--- src/rtl/mux_rr_sched.sv ---
// mux_rr_sched: round-robin scheduler sharing one 4:1 mux/demux channel among four
// requesters. Grants one requester at a time for up to BURST beats, drives the select,
// and delivers each beat to the matching destination with a one-cycle valid strobe.
module mux_rr_sched #(
    parameter int unsigned WIDTH = 8,
    parameter int unsigned BURST = 4   // legal range 1..15
) (
    input  logic             clk,
    input  logic             rst_n,
    input  logic [3:0]       req,
    input  logic [WIDTH-1:0] i0,
    input  logic [WIDTH-1:0] i1,
    input  logic [WIDTH-1:0] i2,
    input  logic [WIDTH-1:0] i3,
    output logic [3:0]       gnt,
    output logic [1:0]       s,
    output logic [WIDTH-1:0] y,
    output logic             y_vld,
    output logic [WIDTH-1:0] a0,
    output logic [WIDTH-1:0] a1,
    output logic [WIDTH-1:0] a2,
    output logic [WIDTH-1:0] a3,
    output logic [3:0]       a_vld
);

    localparam logic [3:0] BurstCnt = 4'(BURST);

    typedef enum logic [0:0] {
        StIdle,
        StGrant
    } state_e;

    state_e           state_q, state_d;
    logic [1:0]       ptr_q, ptr_d;
    logic [1:0]       s_q, s_d;
    logic [3:0]       gnt_q, gnt_d;
    logic [3:0]       cnt_q, cnt_d;
    logic [WIDTH-1:0] y_q, y_d;
    logic             y_vld_q, y_vld_d;
    logic [WIDTH-1:0] a_q [4];
    logic [WIDTH-1:0] a_d [4];
    logic [3:0]       a_vld_q, a_vld_d;

    logic [WIDTH-1:0] src [4];
    logic             xfer;
    logic             drop;
    logic             burst_done;
    logic             rel;

    // Arbiter signals
    logic [3:0]       arb_req;
    logic [7:0]       arb_dbl;
    logic [3:0]       arb_rot;
    logic [1:0]       arb_off;
    logic [1:0]       arb_win;
    logic             arb_found;

    assign src[0] = i0;
    assign src[1] = i1;
    assign src[2] = i2;
    assign src[3] = i3;

    // Transfer and release conditions of the active grant.
    assign xfer       = (state_q == StGrant) && req[s_q];
    assign drop       = (state_q == StGrant) && !req[s_q];
    assign burst_done = xfer && ((cnt_q + 4'd1) == BurstCnt);
    assign rel        = drop || burst_done;

    // A requester that dropped its request is kept out of the same-edge re-arbitration.
    assign arb_req = req & ~(drop ? gnt_q : 4'b0000);

    // Rotate requests so that bit 0 is the pointer position, then pick the lowest set bit.
    assign arb_dbl   = {arb_req, arb_req};
    assign arb_rot   = arb_dbl[ptr_q +: 4];
    assign arb_found = |arb_req;
    assign arb_win   = ptr_q + arb_off;

    // Priority encode the rotated request vector.
    always_comb begin
        arb_off = 2'd3;
        if (arb_rot[0]) begin
            arb_off = 2'd0;
        end else if (arb_rot[1]) begin
            arb_off = 2'd1;
        end else if (arb_rot[2]) begin
            arb_off = 2'd2;
        end
    end

    // Next-state logic for FSM, pointer, grant and datapath registers.
    always_comb begin
        state_d = state_q;
        ptr_d   = ptr_q;
        s_d     = s_q;
        gnt_d   = gnt_q;
        cnt_d   = cnt_q;
        y_d     = y_q;
        y_vld_d = 1'b0;
        a_d     = a_q;
        a_vld_d = 4'b0000;

        unique case (state_q)
            StIdle: begin
                if (arb_found) begin
                    state_d = StGrant;
                    s_d     = arb_win;
                    gnt_d   = 4'b0001 << arb_win;
                    cnt_d   = 4'd0;
                    ptr_d   = arb_win + 2'd1;
                end
            end
            StGrant: begin
                if (xfer) begin
                    y_d      = src[s_q];
                    a_d[s_q] = src[s_q];
                    y_vld_d  = 1'b1;
                    a_vld_d  = gnt_q;
                    cnt_d    = cnt_q + 4'd1;
                end
                if (rel) begin
                    if (arb_found) begin
                        // Hand over without a bubble cycle.
                        s_d   = arb_win;
                        gnt_d = 4'b0001 << arb_win;
                        cnt_d = 4'd0;
                        ptr_d = arb_win + 2'd1;
                    end else begin
                        state_d = StIdle;
                        gnt_d   = 4'b0000;
                        cnt_d   = 4'd0;
                    end
                end
            end
            default: begin
                state_d = StIdle;
                gnt_d   = 4'b0000;
            end
        endcase
    end

    // State registers with synchronous active-low reset.
    always_ff @(posedge clk) begin
        if (!rst_n) begin
            state_q <= StIdle;
            ptr_q   <= 2'd0;
            s_q     <= 2'd0;
            gnt_q   <= 4'b0000;
            cnt_q   <= 4'd0;
            y_q     <= '0;
            y_vld_q <= 1'b0;
            a_vld_q <= 4'b0000;
            for (int i = 0; i < 4; i++) begin
                a_q[i] <= '0;
            end
        end else begin
            state_q <= state_d;
            ptr_q   <= ptr_d;
            s_q     <= s_d;
            gnt_q   <= gnt_d;
            cnt_q   <= cnt_d;
            y_q     <= y_d;
            y_vld_q <= y_vld_d;
            a_vld_q <= a_vld_d;
            for (int i = 0; i < 4; i++) begin
                a_q[i] <= a_d[i];
            end
        end
    end

    assign gnt   = gnt_q;
    assign s     = s_q;
    assign y     = y_q;
    assign y_vld = y_vld_q;
    assign a0    = a_q[0];
    assign a1    = a_q[1];
    assign a2    = a_q[2];
    assign a3    = a_q[3];
    assign a_vld = a_vld_q;

endmodule

--- config.mk ---
export PLATFORM = sky130hd
export DESIGN_NAME = mux_rr_sched
export DESIGN_NICKNAME = d
export VERILOG_FILES = /design/src/rtl/mux_rr_sched.sv
export SDC_FILE = /design/constraint.sdc
export NUM_CORES = 1
export LEC_CHECK = 0
export CORE_ASPECT_RATIO = 0.7
export CORE_MARGIN = 2
export CORE_UTILIZATION = 48
export CTS_BUF_LIST = sky130_fd_sc_hd__clkbuf_4
export CTS_CLUSTER_DIAMETER = 120
export DETAILED_ROUTE_END_ITERATION = 16
export GPL_ROUTABILITY_DRIVEN = 0
export PLACE_DENSITY = 0.82
export SETUP_SLACK_MARGIN = 0.5
export SLEW_MARGIN = 10
export SYNTH_ARGS = -nofsm -noshare
export SYNTH_HDL_FRONTEND = slang
export SYNTH_SLANG_ARGS = --single-unit
--- constraint.sdc ---
create_clock -name clk -period 3 [get_ports clk]
set_input_delay 0.3 -clock clk [delete_from_list [all_inputs] [get_ports clk]]
set_output_delay 0.3 -clock clk [all_outputs]
set_load 0.01 [all_outputs]
==> results.toml, run 1 <==
[placement]
place_area_sq_um = 3810
port_buffers = 88
hpwlAfterDp_um = 5270
dp_cells = 438

[cts]
cts_tree = "done"
htreeDepth = 3
ctsHoldBuffers = 0
cts_buffers = 9
clk_latency_ns = 0.40
clk_pin_slew_ns = 0.09
cts_sinks = 58
root_buffer = "clkbuf_4"
clockBufferDepth = 2

[yosys]
synth_area_leaders = "dfxtp_1, a21boi_0, mux4_1, nand2_1, mux2i_1"
ys_ff_latch = 58
synth.distinct_cells = 48
synth-main-ff-cell = "dfxtp_1"
synth_xor_area_share_pct = 0.570
synth_compound_area_share_pct = 17.1
synthAdderAreaFrac_pct = 1.75
async_reset_ff_share_pct = 0
syn_area_per_cell_sq_um = 9.81
muxShareOfSynthArea_pct = 13.7
syn_nets = 333
syn_inst = 291
synth.most_common_cell = "dfxtp_1"
yosysTopAreaCellShare_pct = 40.7
ys_warn_count = 0
synth_area_leader_cell = "dfxtp_1"
synth_edf_count = 0
synth_top_family_by_area = "simple AND/OR/NAND/NOR gates"
synthesis.area_sq_um = 2860
synthSimpleGateAreaFrac_pct = 22.3
yosysSeqAreaShare_pct = 40.7
synthTopCellsByCount = "dfxtp_1, nand2_1, a21boi_0"

[grt]
overflow = 0
grt_max_degree = 37
antenna_found_initial = 0
globalRouteTotalUtil_pct = 24.9
grt_pass1_vias = 2341
grt_first_pass_wirelength_um = 12100

[worst_hold_path]
hp-class = "register to register"
holdPathStages = 2

[worst_setup_path]
crit_arrival_ns = 2.91
crit_type = "primary input to register"
r2r_cells = 12
cp-start-kind = "primary input"
required_ns = 3.30
path_max_fanout = 5
cp-end-kind = "register"

[detailed_routing]
drt_iter0_markers = 261
post-route-drc-count = 0
wl_per_cell_um = 16.9
wirelength_um = 7810
via_per_inst = 5.60
first_pass_iters = 5
routed-via-count = 2589
drtAntennaViolNets = 0

[sta]
tightest_slew_ns = 0.873
period_share_pct = 87.1
maxSlewViolCount = 0
final.setup_skew_ns = 0.00814
setup_viol = 0
hold_viol = 0
rsz0062_at_grt = "yes"
fin_crit_ns = 2.61
max_freq_mhz = 383
slew_headroom_pct = 41.6
holdWs_ns = 0.465

[pwr]
ir_drop_mv = 0.344
power_density_nw_per_um2 = 760
p_leak_nw = 1.43

[die]
die-height_um = 68.5
die_w_um = 96.2
start_util_pct = 49.9
rows = 23
die_area_sq_um = 6590
fp.coreArea_sq_um = 5730
pin_count = 89

[run_status]
status = "finished, final reports clean"

[final_layout]
nNetsFinal = 424
area_growth_syn_to_layout_pct = 42.5
finalNonFillerCells = 462
antenna_cells = 0
final_area_sq_um = 4070
drive_gt1_share_pct = 14.2
fillers = 408

[flow_run]
cap_violations = 0
metrics by stage:
stage	TNS, ns	setup slack [ns]	util, %	total power, mW
after floorplan	0	0.511	-	1.94
after global placement	0	0.143	66.5	2.38
after detailed placement	-0.0407	-0.0407	66.5	2.41
after CTS	0	0.451	70.1	3.04
after global routing	0	0.330	71.0	3.28
final	0	0.387	71.0	3.09
cell type report:
cell class | instances | area (sq um) | area share, %
inverters | 4 | 15.0 | 0.369
flip-flops and latches | 58 | 1170 | 28.7
clock inverters | 6 | 57.6 | 1.41
well taps | 75 | 93.8 | 2.31
repair buffers | 101 | 993 | 24.4
clock buffers | 10 | 75.1 | 1.85
multi-input cells | 208 | 1660 | 40.9
worst paths after layout:
path,startpoint,endpoint,slack (ns)
min reg2reg,a2[5],a2[5],0.46
max reg2reg,s[0],ptr_q[1],0.42
max,req[2],ptr_q[1],0.39
min,a2[5],a2[5],0.46
routing by layer:
metal | vias up | GRT usage (%) | wire, um
met4 | 0 | 6.07 | 89
met2 | 119 | 36.1 | 3400
met3 | 7 | 8.48 | 661
met1 | 1222 | 35.7 | 3650
li1 | 1241 | - | -
met5 | - | 0 | 0
critical path, stage by stage:
cell	delay, ns
clkdlybuf4s50_1	0.51
mux2_4	0.36
buf_12	0.14
o221ai_4	0.21
nor3_2	0.09
a311oi_1	0.24
o21ai_1	0.10
ha_2	0.21
xnor2_4	0.21
inv_1	0.07
ha_1	0.27
nand2_1	0.05
o211a_1	0.13
logic make-up (layout without fill, tap and decap cells):
logic type,count (synthesis),in the layout
adders and majority gates,4,4
muxes,24,24
buffers and inverters,25,121
AOI/OAI and AO/OA,60,60
DFF,58,58
and+or+nand+nor,119,119
xor gates and xnor gates,1,1
state kept, by name, summed over array words and instances (netlist names):
name / cells
a0: 8
a1: 8
a2: 8
a3: 8
y: 8
a_vld: 4
cnt_q: 4
gnt: 4
ptr_q: 2
s: 2
state_q: 1
y_vld: 1
power by group:
part | switching [mW] | internal, mW | total (mW)
registers | 0.166 | 0.909 | 1.07
logic | 0.736 | 0.735 | 1.47
clock network | 0.288 | 0.258 | 0.546
total | 1.19 | 1.90 | 3.09
repair_timing:
item | CTS | global route
resized for setup | 9 | 4
pin swaps | 5 | 9
endpoints found under the setup margin | 3 | 4
buffers inserted | 3 | 5
layout by cell type (no fill, tap or decap), types with 7 or more instances in the layout:
cell,instances
a21boi_0,33
and2_1,7
buf_4,12
clkbuf_4,10
clkdlybuf4s50_1,87
dfxtp_1,54
mux2i_1,11
mux4_1,7
nand2_1,47
nand3_1,13
nand4_1,8
nand4b_1,8
nor2_1,7
nor2b_1,12
Power figures use the tool's default switching activity.
==> run 2, diff against run 1 <==
--- a/config.mk
+++ b/config.mk
@@ -7,12 +7,13 @@
 export LEC_CHECK = 0
 export CORE_ASPECT_RATIO = 0.7
 export CORE_MARGIN = 2
-export CORE_UTILIZATION = 48
+export CORE_UTILIZATION = 65
 export CTS_BUF_LIST = sky130_fd_sc_hd__clkbuf_4
-export CTS_CLUSTER_DIAMETER = 120
+export CTS_CLUSTER_DIAMETER = 60
 export DETAILED_ROUTE_END_ITERATION = 16
+export DONT_BUFFER_PORTS = 1
 export GPL_ROUTABILITY_DRIVEN = 0
-export PLACE_DENSITY = 0.82
+export PLACE_DENSITY = 0.81
 export SETUP_SLACK_MARGIN = 0.5
 export SLEW_MARGIN = 10
 export SYNTH_ARGS = -nofsm -noshare
==> constraint.sdc (replaced) <==
create_clock -name clk -period 2.76 [get_ports clk]
set_input_delay 0.276 -clock clk [delete_from_list [all_inputs] [get_ports clk]]
set_output_delay 0.276 -clock clk [all_outputs]
set_load 0.01 [all_outputs]
==> results.toml, run 2 (synthesized netlist as in run 1, its figures left out) <==
[sta]
tightest_slew_ns = 0.878
fin_crit_ns = 2.52
max_freq_mhz = 397
setup_viol = 0
slew_headroom_pct = 41.1
maxSlewViolCount = 0
hold_viol = 0
period_share_pct = 91.3
final.setup_skew_ns = 0.0160
rsz0062_at_grt = "yes"
finalSetupTns_ns = 0

[pwr]
p_leak_nw = 1.08
power_density_nw_per_um2 = 957
ir_drop_mv = 0.476

[detailed_routing]
via_per_inst = 6.56
drt_iter0_markers = 258
first_pass_iters = 5
wirelength_um = 7130
wl_per_cell_um = 20.0
post-route-drc-count = 0
routed-via-count = 2337
drtAntennaViolNets = 0

[worst_setup_path]
crit_type = "register to register"
required_ns = 3.07
r2r_slack_ns = 0.24
cp-end-kind = "register"
reg2reg_to = "gnt[2]"
r2r_start = "s[0]"
crit_arrival_ns = 2.83
path_max_fanout = 8
cp-start-kind = "register"
r2r_cells = 10

[worst_hold_path]
hold_end = "a2[7]"
holdPathStages = 1
hp-class = "primary input to register"
worstHoldStart = "rst_n"

[placement]
hpwlAfterDp_um = 4620
port_buffers = 0

[run_status]
status = "finished, final reports clean"

[cts]
cts_tree = "done"
root_buffer = "clkbuf_4"
clk_pin_slew_ns = 0.10
htreeDepth = 3
clockBufferDepth = 2
cts_buffers = 9
cts_sinks = 58
clk_latency_ns = 0.42

[grt]
grt_first_pass_wirelength_um = 10800
grt_max_degree = 30
overflow = 0
globalRouteTotalUtil_pct = 29.0
antenna_found_initial = 0
grt_pass1_vias = 2060

[final_layout]
fin_util_pct = 72.9
nNetsFinal = 338
antenna_cells = 0
final_cell_mix = "dfxtp_1, nand2_1, a21boi_0, nand3_1, nor2b_1"
drive_gt1_share_pct = 16.9
area_growth_syn_to_layout_pct = 9.29
final_common_cell = "dfxtp_1"

[flow_run]
cap_violations = 0

[die]
pin_count = 89
start_util_pct = 66.7
die-height_um = 59.5
die_area_sq_um = 4950
rows = 20
fp.coreArea_sq_um = 4280
die_w_um = 83.2
==> run 2: changes by cell type in the layout (fill, tap and decap cells not counted), moves of 2 or more <==
| cell | delta |
|---|---|
| dlygate4sd3_1 | +4 |
| nor3_2 | -2 |
| clkdlybuf4s50_1 | -87 |
| dfxtp_2 | -2 |
| buf_4 | -2 |
| dfxtp_1 | +2 |
| clkinvlp_4 | +2 |
| nor3_1 | +2 |
==> run 2: power by group <==
part	total (mW)	leakage (nW)	internal, mW	switching, mW
sequential	1.24	0.472	0.985	0.256
clock	0.504	0.0596	0.187	0.317
combinational	1.24	0.549	0.562	0.681
total	2.99	1.08	1.73	1.25
==> run 2: area by class of cell <==
class | instances | area, sq um
Clock buffer | 10 | 75.1
Clock inverter | 6 | 33.8
Fill cell | 335 | 1160
Inverter | 4 | 15.0
Multi-Input combinational cell | 208 | 1640
Sequential cell | 58 | 1170
Tap cell | 55 | 68.8
Timing Repair Buffer | 15 | 120
==> run 2: layer usage <==
layer,wire length (um),up-vias,part of all wire (%),GRT usage [%]
li1,-,1073,-,-
met1,3010,1119,42,37.7
met2,3230,123,45,44.2
met3,727,22,10,10.4
met4,169,0,2.4,12.6
met5,0,-,0,0
==> run 2: worst max path at each step <==
stage          startpoint  endpoint  depth (start not counted)
2_1_floorplan        s[0]  ptr_q[1]                         12
6_report             s[0]    gnt[2]                         10
5_1_grt              s[0]  ptr_q[1]                         11
3_5_place_dp         s[0]  ptr_q[1]                         11
3_3_place_gp         s[0]  ptr_q[1]                         11
4_1_cts              s[0]  ptr_q[1]                         11
==> run 2: worst max-delay path, stage by stage, from the launching register on <==
cell	delay [ns]
dfxtp_4	0.44
mux2_4	0.38
o221ai_4	0.25
nor3_1	0.09
a311oi_1	0.28
o21ai_1	0.10
ha_2	0.21
xnor2_4	0.14
buf_4	0.15
ha_1	0.17
a22o_1	0.19
==> run 2: timing repair <==
item                                    4_1_cts  5_1_grt
resized for setup                             3        3
hold buffers                                  3        1
endpoints found under the hold margin        27        1
pin swaps                                     7        3
buffers inserted                              5        3
endpoints found under the setup margin       24       27
cloned                                        0        0
==> run 2: through the flow <==
step	hold slack (ns)	cells	total power, mW	setup WS, ns	instance area (sq um)
after floorplan	0.449	291	2.12	0.320	2900
after global placement	0.404	328	2.30	0.280	2890
after detailed placement	0.417	328	2.33	0.147	2890
after CTS	0.000291	352	2.93	0.265	3080
after global routing	0.00138	356	3.14	0.181	3120
final	0.0202	356	2.99	0.241	3120
==> run 3, diff against run 2 <==
--- a/config.mk
+++ b/config.mk
@@ -5,15 +5,15 @@
 export SDC_FILE = /design/constraint.sdc
 export NUM_CORES = 1
 export LEC_CHECK = 0
+export ABC_AREA = 1
 export CORE_ASPECT_RATIO = 0.7
 export CORE_MARGIN = 2
-export CORE_UTILIZATION = 65
+export CORE_UTILIZATION = 45
 export CTS_BUF_LIST = sky130_fd_sc_hd__clkbuf_4
 export CTS_CLUSTER_DIAMETER = 60
 export DETAILED_ROUTE_END_ITERATION = 16
 export DONT_BUFFER_PORTS = 1
 export GPL_ROUTABILITY_DRIVEN = 0
-export PLACE_DENSITY = 0.81
 export SETUP_SLACK_MARGIN = 0.5
 export SLEW_MARGIN = 10
 export SYNTH_ARGS = -nofsm -noshare
==> results.toml, run 3 <==
[grt]
globalRouteTotalUtil_pct = 24.2
antenna_found_initial = 0
grt_pass1_vias = 2144
grt_max_degree = 33
grt_first_pass_wirelength_um = 11300
overflow = 0

[sta]
finalSetupTns_ns = 0
hold_viol = 0
tightest_slew_ns = 0.485
fin_crit_ns = 2.32
period_share_pct = 83.9
rsz0062_at_grt = "yes"
slew_headroom_pct = 67.6
holdWs_ns = 0.0278
final.setup_skew_ns = 0.00861
setup_viol = 0
maxSlewViolCount = 0
max_freq_mhz = 432

[placement]
hpwlAfterDp_um = 4890
place_area_sq_um = 2600
port_buffers = 0

[worst_setup_path]
path_cells = "inv_2, nand3_2, nand2_2, nor2_4, nand3_2, nand3_2, nand3_2, nand2_2, nand3_2, o21ai_2, ha_2, buf_4, ha_4, a21oi_2"
crit_arrival_ns = 2.60
r2r_slack_ns = 0.44
cp-start-kind = "register"
crit_slowest_cell = "dfxtp_4"
max_stage_delay_ns = 0.41
cp-end-kind = "register"
crit_top_cell = "nand3_2"
cp_num_buf_inv = 2
required_ns = 3.04
path_delay_family = "simple AND/OR/NAND/NOR gates"
crit_type = "register to register"
path_max_fanout = 7

[die]
die_w_um = 93.2
pin_count = 89
start_util_pct = 47.2
fp.coreArea_sq_um = 5310
die_area_sq_um = 6200
die-height_um = 66.5
rows = 22

[final_layout]
fin_util_pct = 57.4
drive_gt1_share_pct = 25.9
nNetsFinal = 385
antenna_cells = 0
final_area_sq_um = 3050
final_cell_mix = "dfxtp_1, nand2_1, o21ai_0, a21oi_1, inv_1"
area_growth_syn_to_layout_pct = 21.5
final_common_cell = "dfxtp_1"

[cts]
root_buffer = "clkbuf_4"
htreeDepth = 3
cts_buffers = 9
clockBufferDepth = 2
cts_tree = "done"
cts_sinks = 58
clk_latency_ns = 0.39
clk_pin_slew_ns = 0.09

[worst_hold_path]
hp-class = "primary input to register"

[pwr]
ir_drop_mv = 0.380
p_leak_nw = 1.28
power_density_nw_per_um2 = 1090

[detailed_routing]
first_pass_iters = 4
post-route-drc-count = 0
drt_iter0_markers = 184
via_per_inst = 5.55
wl_per_cell_um = 17.9
drtAntennaViolNets = 0
wirelength_um = 7520
routed-via-count = 2324

[yosys]
syn_inst = 319
synth_edf_count = 0
synth_area_leader_cell = "dfxtp_1"
yosysTopAreaCellShare_pct = 46.3
syn_nets = 361
synth.distinct_cells = 31
synthTopCellsByCount = "dfxtp_1, nand2_1, o21ai_0"
synthesis.area_sq_um = 2510
synth_area_leaders = "dfxtp_1, nand2_1, o21ai_0, a21oi_1, nand3_1"
ys_ff_latch = 58
synth.most_common_cell = "dfxtp_1"
yosysSeqAreaShare_pct = 46.3
syn_area_per_cell_sq_um = 7.86
ys_warn_count = 0
async_reset_ff_share_pct = 0
synth-main-ff-cell = "dfxtp_1"

[run_status]
status = "finished, final reports clean"

[flow_run]
cap_violations = 0
## run 3: final cells by class
cell class                 instances  area [sq um]
fill                             498          2260
multi-input combinational        214          1330
sequential                        58          1170
timing repair buffer              26           210
inverter                          34           128
tap                               72          90.1
clock buffer                      10          75.1
clock inverter                     5          46.3
## run 3: timing repair
| action | 4_1_cts | 5_1_grt |
|---|---|---|
| setup endpoints to repair | 8 | 8 |
| buffers inserted | 6 | 9 |
| hold buffers | 3 | 0 |
| gates cloned | 0 | 0 |
| pin swaps | 3 | 13 |
| resized for setup | 13 | 32 |
| hold endpoints to repair | 10 | 0 |
## run 3: metal layers
metal / wire length (um) / vias up / GRT usage (%)
li1: - / 1147 / -
met1: 3450 / 1078 / 33.7
met2: 3390 / 91 / 33.7
met3: 595 / 8 / 8.94
met4: 83 / 0 / 9.01
met5: 0 / - / 0
## run 3: kinds of logic after synthesis
logic type	count (synthesis)	synth area share, %
and+or+nand+nor	114	21.9
AOI/OAI and AO/OA	95	22.1
DFF	58	46.3
buffers and inverters	47	7.38
adders and majority gates	4	2.00
xor gates and xnor gates	1	0.349
## run 3: final timing paths
path / start / end / cells past startpoint
setup / recovery: s[0] / ptr_q[1] / 14
hold / removal: rst_n / a0[2] / 2
setup reg to reg: s[0] / ptr_q[1] / 14
hold reg to reg: cnt_q[1] / cnt_q[1] / 2
## run 3: per-stage QoR
| step | total power [mW] | cells | setup WS [ns] |
|---|---|---|---|
| final | 3.31 | 419 | 0.444 |
| after global placement | 2.34 | 386 | 0.315 |
| after CTS | 3.01 | 410 | 0.502 |
| after floorplan | 2.01 | 319 | 0.538 |
| after global routing | 3.53 | 419 | 0.292 |
| after detailed placement | 2.36 | 386 | 0.185 |
## run 3: power breakdown
group          internal (mW)  switching [mW]
logic                  0.589           0.873
registers               1.02           0.268
clock network          0.272           0.292
